--- src/rtl/alu_issue_queue.sv ---
// In-order ALU issue queue with a 32-entry register scoreboard; head issues when its operands are not busy and its unit is ready.
// Latency: at least one cycle from enqueue to issue; a writeback is seen by the issue check the cycle after it.
// Backpressure: enq_ready drops when the queue is full, and a blocked head stalls every younger entry.
package alu_iq_pkg;
  typedef enum logic [1:0] {
    EXU_ALU = 2'd0,
    EXU_MUL = 2'd1,
    EXU_DIV = 2'd2,
    EXU_MEM = 2'd3
  } exe_unit_type_t;

  typedef struct packed {
    logic [7:0]     uop_id;
    exe_unit_type_t exu_type;
    logic           has_rs1;
    logic [4:0]     rs1;
    logic           has_rs2;
    logic [4:0]     rs2;
    logic           has_rd;
    logic [4:0]     rd;
    logic [31:0]    imm;
  } queue_item_t;
endpackage

module alu_issue_queue
  import alu_iq_pkg::*;
#(
  parameter int DEPTH = 8,
  parameter int CNT_W = $clog2(DEPTH) + 1
) (
  input  logic             clk,
  input  logic             rst,
  input  logic             enq_valid,
  output logic             enq_ready,
  input  queue_item_t      enq_item,
  output logic             iss_valid,
  input  logic             iss_ready,
  output queue_item_t      iss_item,
  input  logic [3:0]       unit_ready,
  input  logic             wb_valid,
  input  logic [4:0]       wb_rd,
  input  logic             flush,
  output logic [CNT_W-1:0] count,
  output logic [31:0]      sb_busy
);
  localparam int PTR_W = $clog2(DEPTH);

  queue_item_t      mem_q [DEPTH];
  logic [PTR_W-1:0] head_q, head_d;
  logic [PTR_W-1:0] tail_q, tail_d;
  logic [CNT_W-1:0] count_q, count_d;
  logic [31:0]      sb_q, sb_d;

  queue_item_t hd;
  logic        full, empty;
  logic        rs1_blk, rs2_blk, rd_blk;
  logic        enq_fire, deq_fire;

  always_comb begin
    hd        = mem_q[head_q];
    full      = (count_q == CNT_W'(DEPTH));
    empty     = (count_q == '0);
    rs1_blk   = hd.has_rs1 && (hd.rs1 != 5'd0) && sb_q[hd.rs1];
    rs2_blk   = hd.has_rs2 && (hd.rs2 != 5'd0) && sb_q[hd.rs2];
    rd_blk    = hd.has_rd  && (hd.rd  != 5'd0) && sb_q[hd.rd];
    enq_ready = !full;
    iss_valid = !empty && !rs1_blk && !rs2_blk && !rd_blk && unit_ready[hd.exu_type];
    iss_item  = hd;
    // A flush drops the incoming op, but an op leaving the head is already in flight.
    enq_fire  = enq_valid && enq_ready && !flush;
    deq_fire  = iss_valid && iss_ready;
  end

  always_comb begin
    head_d  = head_q;
    tail_d  = tail_q;
    count_d = count_q;
    sb_d    = sb_q;
    if (wb_valid) sb_d[wb_rd] = 1'b0;
    // Set after clear so an issue wins a same-register collision.
    if (deq_fire && hd.has_rd) sb_d[hd.rd] = 1'b1;
    sb_d[0] = 1'b0;
    if (flush) begin
      head_d  = '0;
      tail_d  = '0;
      count_d = '0;
    end else begin
      if (enq_fire) tail_d = tail_q + PTR_W'(1);
      if (deq_fire) head_d = head_q + PTR_W'(1);
      if (enq_fire && !deq_fire) count_d = count_q + CNT_W'(1);
      else if (!enq_fire && deq_fire) count_d = count_q - CNT_W'(1);
    end
  end

  always_ff @(posedge clk or posedge rst) begin
    if (rst) begin
      head_q  <= '0;
      tail_q  <= '0;
      count_q <= '0;
      sb_q    <= '0;
    end else begin
      head_q  <= head_d;
      tail_q  <= tail_d;
      count_q <= count_d;
      sb_q    <= sb_d;
    end
  end

  // Payload storage is never reset; the rst term keeps a write from landing during reset.
  always_ff @(posedge clk) begin
    if (enq_fire && !rst) mem_q[tail_q] <= enq_item;
  end

  assign count   = count_q;
  assign sb_busy = sb_q;
endmodule

--- config.mk ---
export PLATFORM = sky130hd
export DESIGN_NAME = alu_issue_queue
export DESIGN_NICKNAME = d
export VERILOG_FILES = /design/src/rtl/alu_issue_queue.sv
export SDC_FILE = /design/constraint.sdc
export NUM_CORES = 1
export LEC_CHECK = 0
export CAP_MARGIN = 10
export CORE_MARGIN = 5
export CORE_UTILIZATION = 40
export CTS_CLUSTER_DIAMETER = 120
export DETAILED_ROUTE_END_ITERATION = 7
export REMOVE_ABC_BUFFERS = 1
export SLEW_MARGIN = 20
export SYNTH_ARGS = -nofsm -noshare
export SYNTH_HDL_FRONTEND = slang
export SYNTH_SLANG_ARGS = --single-unit
--- constraint.sdc ---
create_clock -name clk -period 8.85 [get_ports clk]
set_input_delay 1.77 -clock clk [delete_from_list [all_inputs] [get_ports clk]]
set_output_delay 1.77 -clock clk [all_outputs]
set_load 0.01 [all_outputs]
Yosys cells after proc, flatten, opt, wreduce, memory -nomap -nowiden
Memories as Yosys holds them, arrays and structs flattened.
Cells that the tools add are included.
Word-level totals
  bits of input ports: 75
  register bits: 41
  bits in writable memories: 480
  logic and storage cells: 78
  memories kept: 1
  output and inout bits: 98
Operators by class
  bitwise gates (word level): 3
  equal/unequal tests: 1
  order comparisons: 7
  reduce and logical (&&, ||, !) cells: 35
  multiplexer cells: 23
  $add $sub $neg: 4
Memories
  mem_q: depth 8, width 60, rd ports 1, clocked after memory_dff 0, wr ports 1, RTL line 48  | queue_item_t mem_q [DEPTH];
Operators by type and width (number)
  $mux W32: 2
  $and A32 B32 Y32: 1
  $not A32 Y32: 1
  $or A32 B32 Y32: 1
  $lt A5 B6 Y1 const B: 4
  $logic_and A1 B1 Y1: 19
  $bmux W1 S5: 3
  $reduce_bool A5 Y1: 3
  $mux W3: 4
  $mux W4: 3
  $demux W1 S5: 2
  $ge A5 B1 Y1 const B: 2
  $logic_not A1 Y1: 9
  $mux W1: 8
  $add A3 B1 Y3 const B: 2
  $add A4 B1 Y4 const B: 1
  $eq A4 B4 Y1 const B: 1
  $logic_not A4 Y1: 1
  $reduce_bool A2 Y1: 2
  $sub A4 B1 Y4 const B: 1
  $lt A2 B3 Y1 const B: 1
  $reduce_bool A3 Y1: 1
  $bmux W1 S2: 1

Depth between registers and ports, before layout
Gate-level depths: netlist of the first run.
An unclocked memory read counts as a cell.
  word-level depth: 14
  mapped depth: 21

Worst setup path before layout of the first run
Ideal clock, no wire load.
  path type: input to register
  start: in enq_valid
  end: mem mem_q[0][0] in the netlist's numbering, enable pin
  stages on the path: 3
  path slack: 0.280 ns
  data required time: 8.224 ns
  arrival time: 7.944 ns
  setup time: 0.626 ns
  cell sequence: nand2_1 -> or3_1 -> nor4_1
On the way
  longest elaborated chain between the ends: 5
RTL lines
  from (decl): RTL line 33  | input logic enq_valid,
  $logic_and A1 B1 Y1 (2 in a row): RTL line 70  | enq_fire = enq_valid && enq_ready && !flush;
  $logic_and A1 B1 Y1: RTL line 111  | if (enq_fire && !rst) mem_q[tail_q] <= enq_item;
  $mux W1: RTL line 111
  $mux W1 (not written as such): RTL line 111
  to (decl): RTL line 48
No other way between the ends.

Worst setup path after layout of the first run
  start: reg head_q[0]
  end: out iss_valid
On the way
  longest elaborated chain between the ends: 9
  elaborated cells on any way between the ends: 25
  classes of those cells: mux (8); reduce/logical (16); memory (1)
RTL lines
  from (decl): RTL line 49  | logic [PTR_W-1:0] head_q, head_d;
  from (signal assigned): RTL line 97  | head_q <= '0;
  from (signal assigned): RTL line 102  | head_q <= head_d;
  $mem_v2 Z8 W60 *
  $bmux W1 S5 or $reduce_bool A5 Y1 (tied branches): RTL line 63  | rs1_blk = hd.has_rs1 && (hd.rs1 != 5'd0) && sb_q[hd.rs1];
  $mux W1 (not written as such) or $logic_and A1 B1 Y1 (tied branches): RTL line 63
  $logic_and A1 B1 Y1: RTL line 63
  $logic_not A1 Y1: RTL line 67  | iss_valid = !empty && !rs1_blk && !rs2_blk && !rd_blk && unit_ready[hd.exu_type];
  $logic_and A1 B1 Y1 (3 in a row): RTL line 67
  $logic_and A1 B1 Y1 *: RTL line 67
  to (decl): RTL line 36  | output logic iss_valid,
Every way passes the cells marked *; elsewhere a longest branch is shown, timed or not. The select of a mux whose other input is x is not followed.

==> impl_results.md, run 1 <==
- Dominant cell type by area after synthesis: edfxtp_1
- Final Util: 48.4%
- Initial antenna violation count: 2
- Place WS: 2.76 ns
- Final WS setup: 2.19 ns
- Mean post-synth cell area: 19.6 sq um
- Final Hold Violating Endpoints: 0
- # placed instances: 1908
- Post-synth EDFFs: 480
- Fill cells: approximately 4300
- Largest net degree at the start of global routing: 62
- Pwr dens: 264 nW/um^2
- Initial Util: 40.4%
- Final clock skew: between 0.03 and 0.04 ns
- Die width: 240 um
- CP Launch Point: head_q[0]$_DFFE_PP0P_
- CTS Sinks: 521
- Worst Hold Class: reg -> reg
- Area Overhead vs Synth: 19.9%
- CP startpoint kind: flop
- Reg2Reg Depth: 16
- Via/cell ratio: 5.52
- First-pass GRT wire length: 74.7 mm
- Commonest cells in the netlist: 480 x edfxtp_1, 121 x mux4_2, 60 x mux2_2, 42 x mux2i_1, 41 x dfrtp_1
- Die ar.: 57800 sq um
- Nets: around 1400
- Total Wirelength: 49.4 mm
- DP HPWL: 29.1 mm
- Post-Synthesis Cells: 1083
- # setup viols final: 0
- Critical path required time: 7.08 ns
- Fin cells: 2008
- Critical Path End Type: output pin
- Worst endpoint data arrival time: between 4 and 5 ns
- Gr ovfl total: 0
- Hold_sp: tail_q[0]$_DFFE_PP0P_
- Site Rows: 84
- Post-route ant nets: 0
- Final Max Tran Viols: 0
- CTS tree: done
- R2r setup slk: about 3.4 ns
- # IOs: roughly 170
- Port bufs: 171
- Worst slew pin tran: 1.07 ns
- Setup_tns: 0 ns
- Slew HR: 28.4%
- Leak: 8.07 nW
- Post-synthesis sequential area ratio: 72.7%
- RSZ-0062 raised after global routing: false
- Postcts setup bufs: 0
- Hold Path Depth: 2
- Post-synth cell types: 65
- Synth Flop Type: edfxtp_1
- Post-Syn Area: 21200 sq um
- H-tree lvl count: 2
- Post-cts sizing count: 0
- GPL Wtd Cong: 0.871
- DRT iter0 DRCs: about 800
- Top cells by area, synth: edfxtp_1 68%, mux4_2 13%, dfrtp_1 4.8%
- Clk_lat worst skew: about 0.6 ns
- Most numerous cell in the Yosys netlist: edfxtp_1
- Crit Path Category: reg -> out
- Total GRT Usage: 17.1%
- R2R Path Start: head_q[0]$_DFFE_PP0P_
- Drt first pass iters: 6
- Synth Register Bits: about 520
- VDD IR max: about 0.17 mV
- Residual DRC: 0
- Layout cells sized above 1: 23.0%
- Clk buf depth: 3
- Cts bufs inserted: between 50 and 60
- Warnings from Yosys: 0
- Vias: 11100
- Hold-fix buffers, CTS: 0
- Vias in the first global route: 11600
- Yosys top cell area share: 67.9%
- Fin crit share: about three quarters
- Routed WL per cell: 24.6 um
- Clock transition at path regs: 0.06 ns
- Tmin final: 6.66 ns
- Height of the die: roughly 240 um
- Maxcap violations: 0
- Fmax: 0.150 GHz
- Max Fanout on Critical Path: 58
- Status: finished clean
- Async SR Flop Fraction: 7.87%
- Core area: ~53000 sq um
- Root Driver: clkbuf_16
==> sequential cells by signal (all words and copies together) (netlist names) <==
register / flops
head_q: 3
tail_q: 3
count: 4
mem_q: 480
sb_busy: 31
==> worst max-delay path, cell delays in order, from the launching register on <==
cell	delay [ns]
dfrtp_4	1.07
nor2_1	0.27
a22oi_1	0.49
nand2_4	0.16
inv_4	0.13
mux4_2	0.49
and2_0	0.17
o311a_1	0.36
a211oi_2	0.28
and3_1	0.24
clkdlybuf4s50_1	0.55
==> placed cells by master (no fill, tap or decap), drive strengths merged, types with 21 or more instances in the layout <==
master / synthesis / layout
edfxtp: 480 / 480
clkdlybuf4s50: 0 / 171
mux4: 121 / 121
clkbuf: 21 / 70
mux2: 61 / 61
mux2i: 42 / 42
o21ai: 42 / 42
dfrtp: 41 / 41
nor2: 34 / 34
nand2: 30 / 30
inv: 22 / 24
clkinv: 1 / 22
nand3: 21 / 21
==> stage by stage <==
stage               total power, W  instance area (sq um)  hold slack, ns
CTS                        0.00680                  25500           0.614
detailed placement         0.00462                  23800           0.594
global route               0.00703                  25500           0.650
finish                     0.00672                  25500           0.610
global placement           0.00461                  23800           0.570
floorplan                  0.00398                  21000           0.550
==> cell families (layout without fill, tap and decap cells) <==
group	after synthesis	in the layout	share of synthesized area [%]
compound gates	118	118	3.91
xor+xnor	5	5	0.206
fa+ha+maj	5	5	0.330
buf+inv	74	310	1.53
flops	521	521	72.7
mux	224	224	18.1
other cells	1	2	0.0177
simple gates	135	135	3.22
==> power by group <==
| group | internal [W] | switching [W] | total (W) |
|---|---|---|---|
| combinational | 0.000824 | 0.000706 | 0.00153 |
| clock | 0.00123 | 0.000933 | 0.00217 |
| sequential | 0.00279 | 0.000228 | 0.00302 |
==> final timing paths <==
check,endpoint
worst max-delay path,iss_valid
worst min-delay path,tail_q[0]$_DFFE_PP0P_
worst max register to register,count[3]$_DFFE_PP0P_
worst min register to register,tail_q[0]$_DFFE_PP0P_
max in group asynchronous,head_q[0]$_DFFE_PP0P_
min in group asynchronous,count[3]$_DFFE_PP0P_
==> metal layers <==
layer	up-vias	routed length [um]	share of wire (%)	GRT usage (%)
met2	391	22900	46	26.4
li1	4856	-	-	-
met1	5752	21900	44	24.5
met5	-	25	0.051	0
met4	4	926	1.9	4.01
met3	81	3630	7.4	4.78
==> final cells by class <==
cell class | instances | area (sq um) | area share [%]
Tap cell | 688 | 861 | 3.38
Antenna cell | 1 | 2.50 | 0.00983
Multi-Input combinational cell | 488 | 5520 | 21.7
Inverter | 23 | 88.8 | 0.349
Sequential cell | 521 | 15500 | 60.7
Clock inverter | 29 | 259 | 1.02
Timing Repair Buffer | 188 | 1840 | 7.22
Clock buffer | 70 | 1430 | 5.63
Note: power is estimated with default switching activity, not from simulation.
==> run 2: changes to the inputs <==
Clock period 8.85 ns to 6.1 ns, I/O delays scaled along.
==> impl_results.md, run 2 (same netlist as run 1, synthesis figures left out) <==
- Max Fanout on Critical Path: 51
- First-pass GRT wire length: 75.1 mm
- Leak: 8.16 nW
- Tmin final: 5.71 ns
- Via/cell ratio: approximately 5.5
- Final Hold Violating Endpoints: 0
- Design Power: around 0.01 W
- Area Overhead vs Synth: 21.0%
- Area after DPL: 23900 sq um
- DRT iter0 DRCs: 882
- Final clock skew: 0.0172 ns
- Cts bufs inserted: 55
- # setup viols final: 0
- Post-cts sizing count: 0
- Critical path required time: 4.88 ns
- Slew HR: 33.6%
- Setup_tns: 0 ns
- Worst Hold Class: reg -> reg
- Nets: 1363
- Drt first pass iters: 7
- DP HPWL: ~29 mm
- Largest register FFs: 480
- Register area: between 15000 and 20000 sq um
- # IOs: 173
- Vias: 11100
- Crit Path Category: reg -> out
- Critical Path End Type: output pin
- Core area: 52600 sq um
- Layout cells sized above 1: 23.4%
- Worst endpoint data arrival time: between 4 and 5 ns
- RSZ-0062 raised after global routing: false
- Pwr dens: 386 nW/um^2
- Commonest cells after routing, fill and taps aside: 480 x edfxtp_1, 171 x clkdlybuf4s50_1, 121 x mux4_2
- Post-route ant nets: 0
- Vias in the first global route: 11700
- Fmax: between 0.15 and 0.2 GHz
- Post-layout instance area: 25700 sq um
- Total Wirelength: 49.6 mm
- Final Max Tran Viols: 0
- Maxcap violations: 0
- H-tree lvl count: 2
- Commonest non-fill, non-tap cell in the layout: edfxtp_1
- Hold-fix buffers, CTS: 0
- Postcts setup bufs: 0
- GPL Wtd Cong: 0.907
- Total GRT Usage: approximately 17%
- Clk_lat worst skew: 0.61 ns
- Initial antenna violation count: 3
- Most flops, register: mem_q
- Die ar.: 57800 sq um
- Site Rows: between 80 and 90
- Port bufs: between 150 and 200
- Routed WL per cell: 24.6 um
- Clock transition at path regs: around 0.060 ns
- Clk buf depth: 3
- Root Driver: clkbuf_16
- CP startpoint kind: flop
- Worst hold slack: ~0.60 ns
- CTS Sinks: 521
- Gr ovfl total: 0
- Residual DRC: 0
- Largest net degree at the start of global routing: 61
- Worst slew pin tran: 0.996 ns
- Die width: ~240 um
- Place WS: between 0.8 and 0.9 ns
- VDD IR max: 0.235 mV
- Fill cells: 4307
- Initial Util: around 40%
- Final WS setup: between 0.3 and 0.4 ns
- Multi-input gate area: 5530 sq um
- Status: finished clean
- CTS tree: done
- Fin crit share: between 90% and 100%
- Height of the die: 240 um
[run 2: cell types whose count changed in the layout (fill, tap and decap cells not counted), moves of 2 or more]
cell	before	now
buf_6	0	2
clkbuf_1	15	11
buf_12	0	5
clkinv_1	11	18
bufinv_16	3	7
clkinv_2	10	6
[run 2: final timing paths]
| path | startpoint | endpoint | slack [ns] | cells past startpoint |
|---|---|---|---|---|
| worst min register to register | tail_q[0]$_DFFE_PP0P_ | tail_q[0]$_DFFE_PP0P_ | 0.60 | 2 |
| worst max register to register | head_q[1]$_DFFE_PP0P_ | count[3]$_DFFE_PP0P_ | 1.22 | 19 |
| worst max-delay path | head_q[2]$_DFFE_PP0P_ | iss_valid | 0.39 | 9 |
| worst min-delay path | tail_q[0]$_DFFE_PP0P_ | tail_q[0]$_DFFE_PP0P_ | 0.60 | 2 |
| max in group asynchronous | rst | head_q[2]$_DFFE_PP0P_ | 4.45 | 3 |
| min in group asynchronous | rst | tail_q[2]$_DFFE_PP0P_ | 1.22 | 3 |
[run 2: where the power goes]
part | switching, W | internal (W)
combinational | 0.00108 | 0.00121
sequential | 0.000262 | 0.00406
clock | 0.00135 | 0.00195
total | 0.00269 | 0.00721
[run 2: area by class of cell]
cell class / instances / area share, %
flip-flops and latches: 521 / 60.1
clock buffers: 66 / 5.52
clock inverters: 36 / 1.49
well taps: 688 / 3.35
diodes: 1 / 0.00974
inverters: 23 / 0.346
multi-input cells: 488 / 21.5
repair buffers: 194 / 7.61
[run 2: critical path, stage by stage, from the launching register on]
cell             delay, ns
dfrtp_4               0.75
buf_12                0.41
mux4_2                0.37
mux2_2                0.43
mux4_2                0.48
a22oi_1               0.21
a31oi_1               0.10
a31oi_1               0.30
and3_1                0.24
clkdlybuf4s50_1       0.54
[run 2: per-layer routing]
metal  routed length (um)  vias to the layer above  global-route usage [%]
met2                23100                      372                    26.7
met4                 1280                        4                    5.31
met1                21400                     5761                    24.3
met5                   27                        -                       0
met3                 3790                       93                    4.53
li1                     -                     4872                       -
[run 2: through the flow]
stage / std cells / util [%]
2_1_floorplan: 1032 / -
3_3_place_gp: 1914 / 45.4
3_5_place_dp: 1914 / 45.4
4_1_cts: 2016 / 48.9
5_1_grt: 2016 / 48.9
6_report: 2017 / 48.9
